`src/rtl/cuberoot_sched.sv`:
```
// cuberoot_sched: round-robin front end that shares one iterative cube-root
// unit among N_REQ requesters. One operation is in flight at a time. The unit
// sees the operand magnitude and the scheduler restores the sign on the result.
//
// Build option: define CR_SPECIAL_BYPASS_EN so that +-0, +-Inf and NaN operands
// skip the unit and answer two cycles after the grant. A NaN answers with the
// canonical quiet NaN. When the macro is undefined, every operand takes the
// full LATENCY path.
module cuberoot_sched #(
  parameter int N_REQ   = 4,
  parameter int LATENCY = 34,
  parameter int W       = 32
) (
  input  logic               clk,
  input  logic               rst,
  input  logic [N_REQ-1:0]   req_valid,
  input  logic [N_REQ*W-1:0] req_data,
  output logic [N_REQ-1:0]   req_ready,
  output logic [N_REQ-1:0]   rsp_valid,
  input  logic [N_REQ-1:0]   rsp_ready,
  output logic [W-1:0]       rsp_data,
  output logic               cr_rst,
  output logic [W-1:0]       cr_data,
  input  logic [W-1:0]       cr_result,
  output logic               busy
);

  localparam int IDX_W = (N_REQ > 1) ? $clog2(N_REQ) : 1;
  localparam int CNT_W = $clog2(LATENCY + 1);
  localparam int EXP_W = 8;
  localparam int MAN_W = W - 1 - EXP_W;

  localparam logic [IDX_W:0]   N_REQ_X  = (IDX_W+1)'(N_REQ);
  localparam logic [CNT_W-1:0] CNT_LAST = CNT_W'(LATENCY);

  typedef enum logic [1:0] {IDLE, LOAD, RUN, RESP} state_t;

  state_t           state_q, state_d;
  logic [IDX_W-1:0] rr_ptr_q, rr_ptr_d;
  logic [IDX_W-1:0] owner_q, owner_d;
  logic [CNT_W-1:0] cnt_q, cnt_d;
  logic             sign_q, sign_d;
  logic [W-1:0]     cr_data_q, cr_data_d;
  logic [W-1:0]     rsp_data_q, rsp_data_d;

  logic [N_REQ-1:0] grant;
  logic [IDX_W-1:0] grant_idx;
  logic             grant_any;
  logic [IDX_W:0]   probe;
  logic [IDX_W:0]   grant_next;
  logic [W-1:0]     grant_op;
  logic [N_REQ-1:0] owner_oh;

  // The unit always works on a non-negative operand, so its sign bit is never used.
  logic             cr_sign_unused;
  assign cr_sign_unused = cr_result[W-1];

  // Round-robin search: the first valid requester at or above rr_ptr, wrapping around.
  always_comb begin
    grant     = '0;
    grant_idx = '0;
    grant_any = 1'b0;
    probe     = '0;
    for (int k = 0; k < N_REQ; k++) begin
      probe = {1'b0, rr_ptr_q} + (IDX_W+1)'(k);
      if (probe >= N_REQ_X) probe = probe - N_REQ_X;
      if (!grant_any && req_valid[probe[IDX_W-1:0]]) begin
        grant_any = 1'b1;
        grant_idx = probe[IDX_W-1:0];
      end
    end
    if (grant_any) grant[grant_idx] = 1'b1;
  end

  // Operand of the granted requester, and the pointer value just past it.
  always_comb begin
    grant_op = '0;
    for (int k = 0; k < N_REQ; k++) begin
      if (grant_idx == IDX_W'(k)) grant_op = req_data[k*W +: W];
    end
    grant_next = {1'b0, grant_idx} + (IDX_W+1)'(1);
    if (grant_next >= N_REQ_X) grant_next = '0;
  end

  // One-hot view of the owner, used to route the response.
  always_comb begin
    owner_oh = '0;
    owner_oh[owner_q] = 1'b1;
  end

`ifdef CR_SPECIAL_BYPASS_EN
  localparam logic [W-1:0] QNAN = {1'b0, {EXP_W{1'b1}}, 1'b1, {(MAN_W-1){1'b0}}};

  logic [EXP_W-1:0] op_exp;
  logic [MAN_W-1:0] op_man;
  logic             op_nan;
  logic             op_special;

  assign op_exp     = cr_data_q[W-2 -: EXP_W];
  assign op_man     = cr_data_q[MAN_W-1:0];
  assign op_nan     = (&op_exp) && (|op_man);
  assign op_special = ((op_exp == '0) && (op_man == '0)) || (&op_exp);
`endif

  // Next-state and datapath-update logic for the IDLE/LOAD/RUN/RESP sequence.
  always_comb begin
    state_d    = state_q;
    rr_ptr_d   = rr_ptr_q;
    owner_d    = owner_q;
    cnt_d      = cnt_q;
    sign_d     = sign_q;
    cr_data_d  = cr_data_q;
    rsp_data_d = rsp_data_q;
    case (state_q)
      IDLE: begin
        // req_ready equals grant here, so any grant is a completed handshake.
        if (grant_any) begin
          owner_d   = grant_idx;
          rr_ptr_d  = grant_next[IDX_W-1:0];
          sign_d    = grant_op[W-1];
          cr_data_d = {1'b0, grant_op[W-2:0]};
          state_d   = LOAD;
        end
      end
      LOAD: begin
        cnt_d   = CNT_W'(1);
        state_d = RUN;
`ifdef CR_SPECIAL_BYPASS_EN
        if (op_special) begin
          rsp_data_d = op_nan ? QNAN : {sign_q, cr_data_q[W-2:0]};
          state_d    = RESP;
        end
`endif
      end
      RUN: begin
        if (cnt_q == CNT_LAST) begin
          rsp_data_d = {sign_q, cr_result[W-2:0]};
          state_d    = RESP;
        end else begin
          cnt_d = cnt_q + CNT_W'(1);
        end
      end
      RESP: begin
        if (rsp_ready[owner_q]) state_d = IDLE;
      end
      default: state_d = IDLE;
    endcase
  end

  // State and data registers; reset aborts any operation in flight.
  always_ff @(posedge clk or negedge rst) begin
    if (!rst) begin
      state_q    <= IDLE;
      rr_ptr_q   <= '0;
      owner_q    <= '0;
      cnt_q      <= '0;
      sign_q     <= 1'b0;
      cr_data_q  <= '0;
      rsp_data_q <= '0;
    end else begin
      state_q    <= state_d;
      rr_ptr_q   <= rr_ptr_d;
      owner_q    <= owner_d;
      cnt_q      <= cnt_d;
      sign_q     <= sign_d;
      cr_data_q  <= cr_data_d;
      rsp_data_q <= rsp_data_d;
    end
  end

  // The grant is gated by reset so that requesters see no ready while reset is held.
  assign req_ready = (state_q == IDLE && rst) ? grant : '0;
  assign rsp_valid = (state_q == RESP) ? owner_oh : '0;
  assign rsp_data  = rsp_data_q;
  assign cr_rst    = (state_q == IDLE) || (state_q == LOAD);
  assign cr_data   = cr_data_q;
  assign busy      = (state_q != IDLE);

endmodule

```
`config.mk`:
```
export PLATFORM = sky130hd
export DESIGN_NAME = cuberoot_sched
export DESIGN_NICKNAME = d
export VERILOG_FILES = /design/src/rtl/cuberoot_sched.sv
export SDC_FILE = /design/constraint.sdc
export NUM_CORES = 1
export LEC_CHECK = 0
export ABC_AREA = 1
export CAP_MARGIN = 40
export CORE_ASPECT_RATIO = 0.75
export CORE_UTILIZATION = 36
export CTS_BUF_LIST = sky130_fd_sc_hd__clkbuf_4 sky130_fd_sc_hd__clkbuf_8
export DETAILED_ROUTE_END_ITERATION = 6
export PLACE_DENSITY_LB_ADDON = 0.25
export REMOVE_ABC_BUFFERS = 1
export SKIP_CTS_REPAIR_TIMING = 1
export SYNTH_ARGS = -nofsm -noshare
export SYNTH_HDL_FRONTEND = slang
export SYNTH_SLANG_ARGS = --single-unit
```
`constraint.sdc`:
```
create_clock -name clk -period 4.1 [get_ports clk]
set_input_delay 1.23 -clock clk [delete_from_list [all_inputs] [get_ports clk]]
set_output_delay 1.23 -clock clk [all_outputs]
set_load 0.05 [all_outputs]
```
==> results.md <==
| Parameter | Reported | Unit |
|---|---|---|
| CP Class | input port to output pin | - |
| Clock Latency Late Sink | 0.35 | ns |
| Post-synthesis cell area | 0.00445 | sq mm |
| Flop2flop setup slack | 0.88 | ns |
| Fmax | 254 | MHz |
| Largest stage delay, worst path | 0.15 | ns |
| Flop and latch count out of synthesis | 76 | - |
| Fraction of the yosys area taken by sequential cells | 42.8 | % |
| Worst path top cell family by delay | simple AND/OR/NAND/NOR gates | - |
| First DRT Iteration DRCs | 237 | - |
| TritonCTS clock tree | done | - |
| Instance count of the mapped netlist | 660 | - |
| Final routed wire length divided by cell count | 14.0 | microns |
| Final worst path period need | 3.94 | ns |
| Port Buffers | 241 | - |
| Area of the core | 0.0118 | sq mm |
| Global routing usage summed across all routing layers | 23.9 | % |
| Distinct cell type count of the synthesized netlist | 29 | - |
| Detail-routed via count per cell | 4.63 | - |
| Startpoint types | input port | - |
| Maximum clock skew at final layout | 0.00972 | ns |
| Standard-cell rows | 34 | - |
| Maximum buffer depth of the clock tree | 2 | - |
| Commonest cells after routing, fill and taps aside | sky130_fd_sc_hd__nand2_1 (335), sky130_fd_sc_hd__clkdlybuf4s50_1 (232), sky130_fd_sc_hd__dfrtp_1 (76) | - |
| Total count of max-transition violations in the final report | 0 | - |
| CTS clock-pin slew for the worst setup and hold paths | 0.08 | ns |
| Total vias in the final route | 4907 | - |
| Fraction of final layout cells sized beyond drive strength 1 | 9.80 | % |
| Final HPWL from detailed placement | 10700 | microns |
| Height of the die | 98.2 | microns |
| Count of final setup violators | 0 | - |
| Status | complete, no violations | - |
| Worst R2R Start | rr_ptr_q[0] | - |
| Pre-antenna DRT Iters | 4 | - |
| Worst Hold Class | flip-flop to flip-flop | - |
| Filler cells | 1078 | - |
| Worst Hold Depth | 2 | - |
| Antenna fix cells | 0 | - |
| Critical Path, Cell by Cell | dlymetal6s2s_1 -> inv_2 -> nand2_2 -> nand2_2 -> nand2_1 -> nand2_1 -> nand2_1 -> nand2_2 -> nor2_4 -> nand2_4 -> nand2_4 -> inv_4 -> ha_4 -> nand3_1 -> inv_2 -> buf_12 | - |
| Root Buffer | sky130_fd_sc_hd__clkbuf_8 | - |
| Remaining routing DRC violations | 0 | - |
| Yosys top cell area share | 42.8 | % |
| Final count of hold timing violations | 0 | - |
| Sort of element at the end of the critical path | output pin | - |
| Routed WL | 14800 | microns |
| Total I/O pin count | 244 | - |
| Layout-stage area growth over the synthesis result | 68.9 | % |
| Worst r2r dst | cr_data[7] | - |
| Arr. time, crit path | 2.71 | ns |
| Smallest hold slack | 0.475 | ns |
| Floorplan die area | 0.0128 | sq mm |
| Total of max-cap violations | 0 | - |
| Syn avg cell area | 6.74 | sq um |
| Wire length of the first global-routing pass | 23600 | microns |
| Worst slack at placement | -0.227 | ns |
| Logic depth of the worst register-to-register path | 19 | - |
| VDD IR-drop max | 0.556 | mV |
| Lkg Pwr | 0.00346 | uW |
| Largest fanout on the critical path | 4 | - |
| End point of the most critical hold path | rsp_data[18] | - |
| Worst path setup slack after routing | 0.163 | ns |
| WP buf/inv | 5 | - |
| Maximum number of pins on one net before global-route repair | 65 | - |
| Cell Pwr Density | 859 | mW/mm^2 |
| Max-slew headroom | 52.7 | % |
| Actual slew at the worst max-slew pin | 0.709 | ns |
| Synthesis Warnings | 0 | - |
| Cell at the slowest stage of the critical path | sky130_fd_sc_hd__dlymetal6s2s_1 | - |
| Via count of the first global-routing pass | 4791 | - |
| Worst hold path startpoint | rsp_data[18] | - |
| Final layout net count | 1073 | - |
| TritonCTS Sinks | 76 | - |
| Initial Util | 37.6 | % |
| Setup repair after global routing missed its margin | no | - |
| Initial antenna violation count | 0 | - |
| Setup total negative slack | 0 | ns |
| Most common cell after layout, fill and taps aside | sky130_fd_sc_hd__nand2_1 | - |
| RD Place Congestion | 0.841 | - |
| Cell taking the most area after synthesis | sky130_fd_sc_hd__dfrtp_1 | - |
| Share of the cycle needed by the critical path after routing | 96.0 | % |
| Biggest area contributors in the synthesized netlist | sky130_fd_sc_hd__dfrtp_1 (43%), sky130_fd_sc_hd__nand2_1 (29%), sky130_fd_sc_hd__o21ai_0 (7.9%) | - |
| Critical path data required time | 2.87 | ns |
| Post-route ant nets | 0 | - |
| Final global-route overflow total | 0 | - |
| Number of buffers inserted during clock tree synthesis | 9 | - |
| Chip Width | 130 | microns |
| Deepest level of the CTS H-tree | 3 | - |
[worst reg2reg max path: cells and delay by family, from the launching register on]
kind / cells / cell delay [ns]
buffers and inverters: 3 / 0.61
DFF: 1 / 0.67
AOI/OAI and AO/OA: 2 / 0.30
and+or+nand+nor: 13 / 1.38
adders and majority gates: 1 / 0.20
[where the power goes]
group	internal, uW	switching (uW)	total [uW]
registers	961	161	1120
logic	1650	2980	4630
clock network	412	285	697
[metrics by stage]
step	instance area (sq um)	std cells	util, %	power, uW
final	7510	1060	63.5	6450
after global routing	7510	1060	63.5	7150
after CTS	7330	1059	62.0	6250
after detailed placement	7090	1043	59.9	5540
after global placement	7060	1042	59.7	5450
after floorplan	4280	624	-	4010
[cell usage after synthesis]
| master | number |
|---|---|
| sky130_fd_sc_hd__conb_1 | 1 |
| sky130_fd_sc_hd__nand2_2 | 1 |
| sky130_fd_sc_hd__o31ai_1 | 1 |
| sky130_fd_sc_hd__o21ai_1 | 1 |
| sky130_fd_sc_hd__nor2_4 | 1 |
| sky130_fd_sc_hd__buf_1 | 2 |
| sky130_fd_sc_hd__nor2_1 | 10 |
| sky130_fd_sc_hd__buf_2 | 4 |
| sky130_fd_sc_hd__or2_2 | 1 |
| sky130_fd_sc_hd__xnor2_1 | 1 |
| sky130_fd_sc_hd__xor2_1 | 2 |
| sky130_fd_sc_hd__nand3_1 | 17 |
| sky130_fd_sc_hd__nand2_4 | 1 |
| sky130_fd_sc_hd__nand3b_1 | 1 |
| sky130_fd_sc_hd__dfrtp_1 | 76 |
| sky130_fd_sc_hd__inv_2 | 6 |
| sky130_fd_sc_hd__clkbuf_1 | 25 |
| sky130_fd_sc_hd__nor2_2 | 1 |
| sky130_fd_sc_hd__inv_1 | 29 |
| sky130_fd_sc_hd__nand4_1 | 1 |
| sky130_fd_sc_hd__nand2_1 | 348 |
| sky130_fd_sc_hd__a21oi_1 | 36 |
| sky130_fd_sc_hd__nor3_1 | 6 |
| sky130_fd_sc_hd__ha_1 | 10 |
| sky130_fd_sc_hd__o21ai_0 | 70 |
| sky130_fd_sc_hd__buf_4 | 2 |
| sky130_fd_sc_hd__buf_6 | 3 |
| sky130_fd_sc_hd__o22ai_1 | 2 |
| sky130_fd_sc_hd__nand3_4 | 1 |
[layer usage]
layer  vias to the layer above  GRT usage (%)  wire (microns)
li1                       2530              -               -
met1                      2196           29.7            6300
met2                       160           40.2            7330
met3                        21           6.85             948
met4                         0           6.53             230
met5                         -              0               0
[sequential cells by signal (all words and copies together), names as in the netlist]
name and count:
rsp_data 32, cr_data 31, cnt_q 6, owner_q 2, rr_ptr_q 2, state_q 2
sign_q 1
[cell type report]
cell class | count | area [sq um] | area share (%)
tap | 162 | 203 | 2.70
clock buffer | 10 | 131 | 1.75
inverter | 35 | 136 | 1.82
clock inverter | 6 | 113 | 1.50
timing repair buffer | 258 | 2620 | 34.9
sequential | 76 | 1900 | 25.3
multi-input combinational | 513 | 2400 | 32.0
[worst max-delay path by stage]
| stage | startpoint | end | slack [ns] | cells past startpoint |
|---|---|---|---|---|
| floorplan | req_valid[3] | req_ready[3] | -0.65 | 12 |
| finish | req_valid[2] | req_ready[0] | 0.16 | 16 |
| detailed placement | req_valid[1] | req_ready[3] | -0.23 | 14 |
| global placement | req_valid[1] | req_ready[3] | -0.19 | 14 |
| CTS | req_valid[1] | req_ready[3] | -0.23 | 14 |
| global route | req_valid[2] | req_ready[0] | 0.03 | 16 |
[kinds of logic (layout without fill, tap and decap cells)]
group                    after synthesis  count (layout)  synth area share, %
XOR/XNOR                               3               3                0.591
adder cells (fa/ha/maj)               10              10                 2.81
buffers and inverters                 71             309                 6.78
AND/OR/NAND/NOR                      389             389                 34.5
other                                  1               1               0.0844
AO/OA/AOI/OAI                        110             110                 12.5
flip-flops                            76              76                 42.8
No activity file was read; power rests on OpenSTA's default activity.
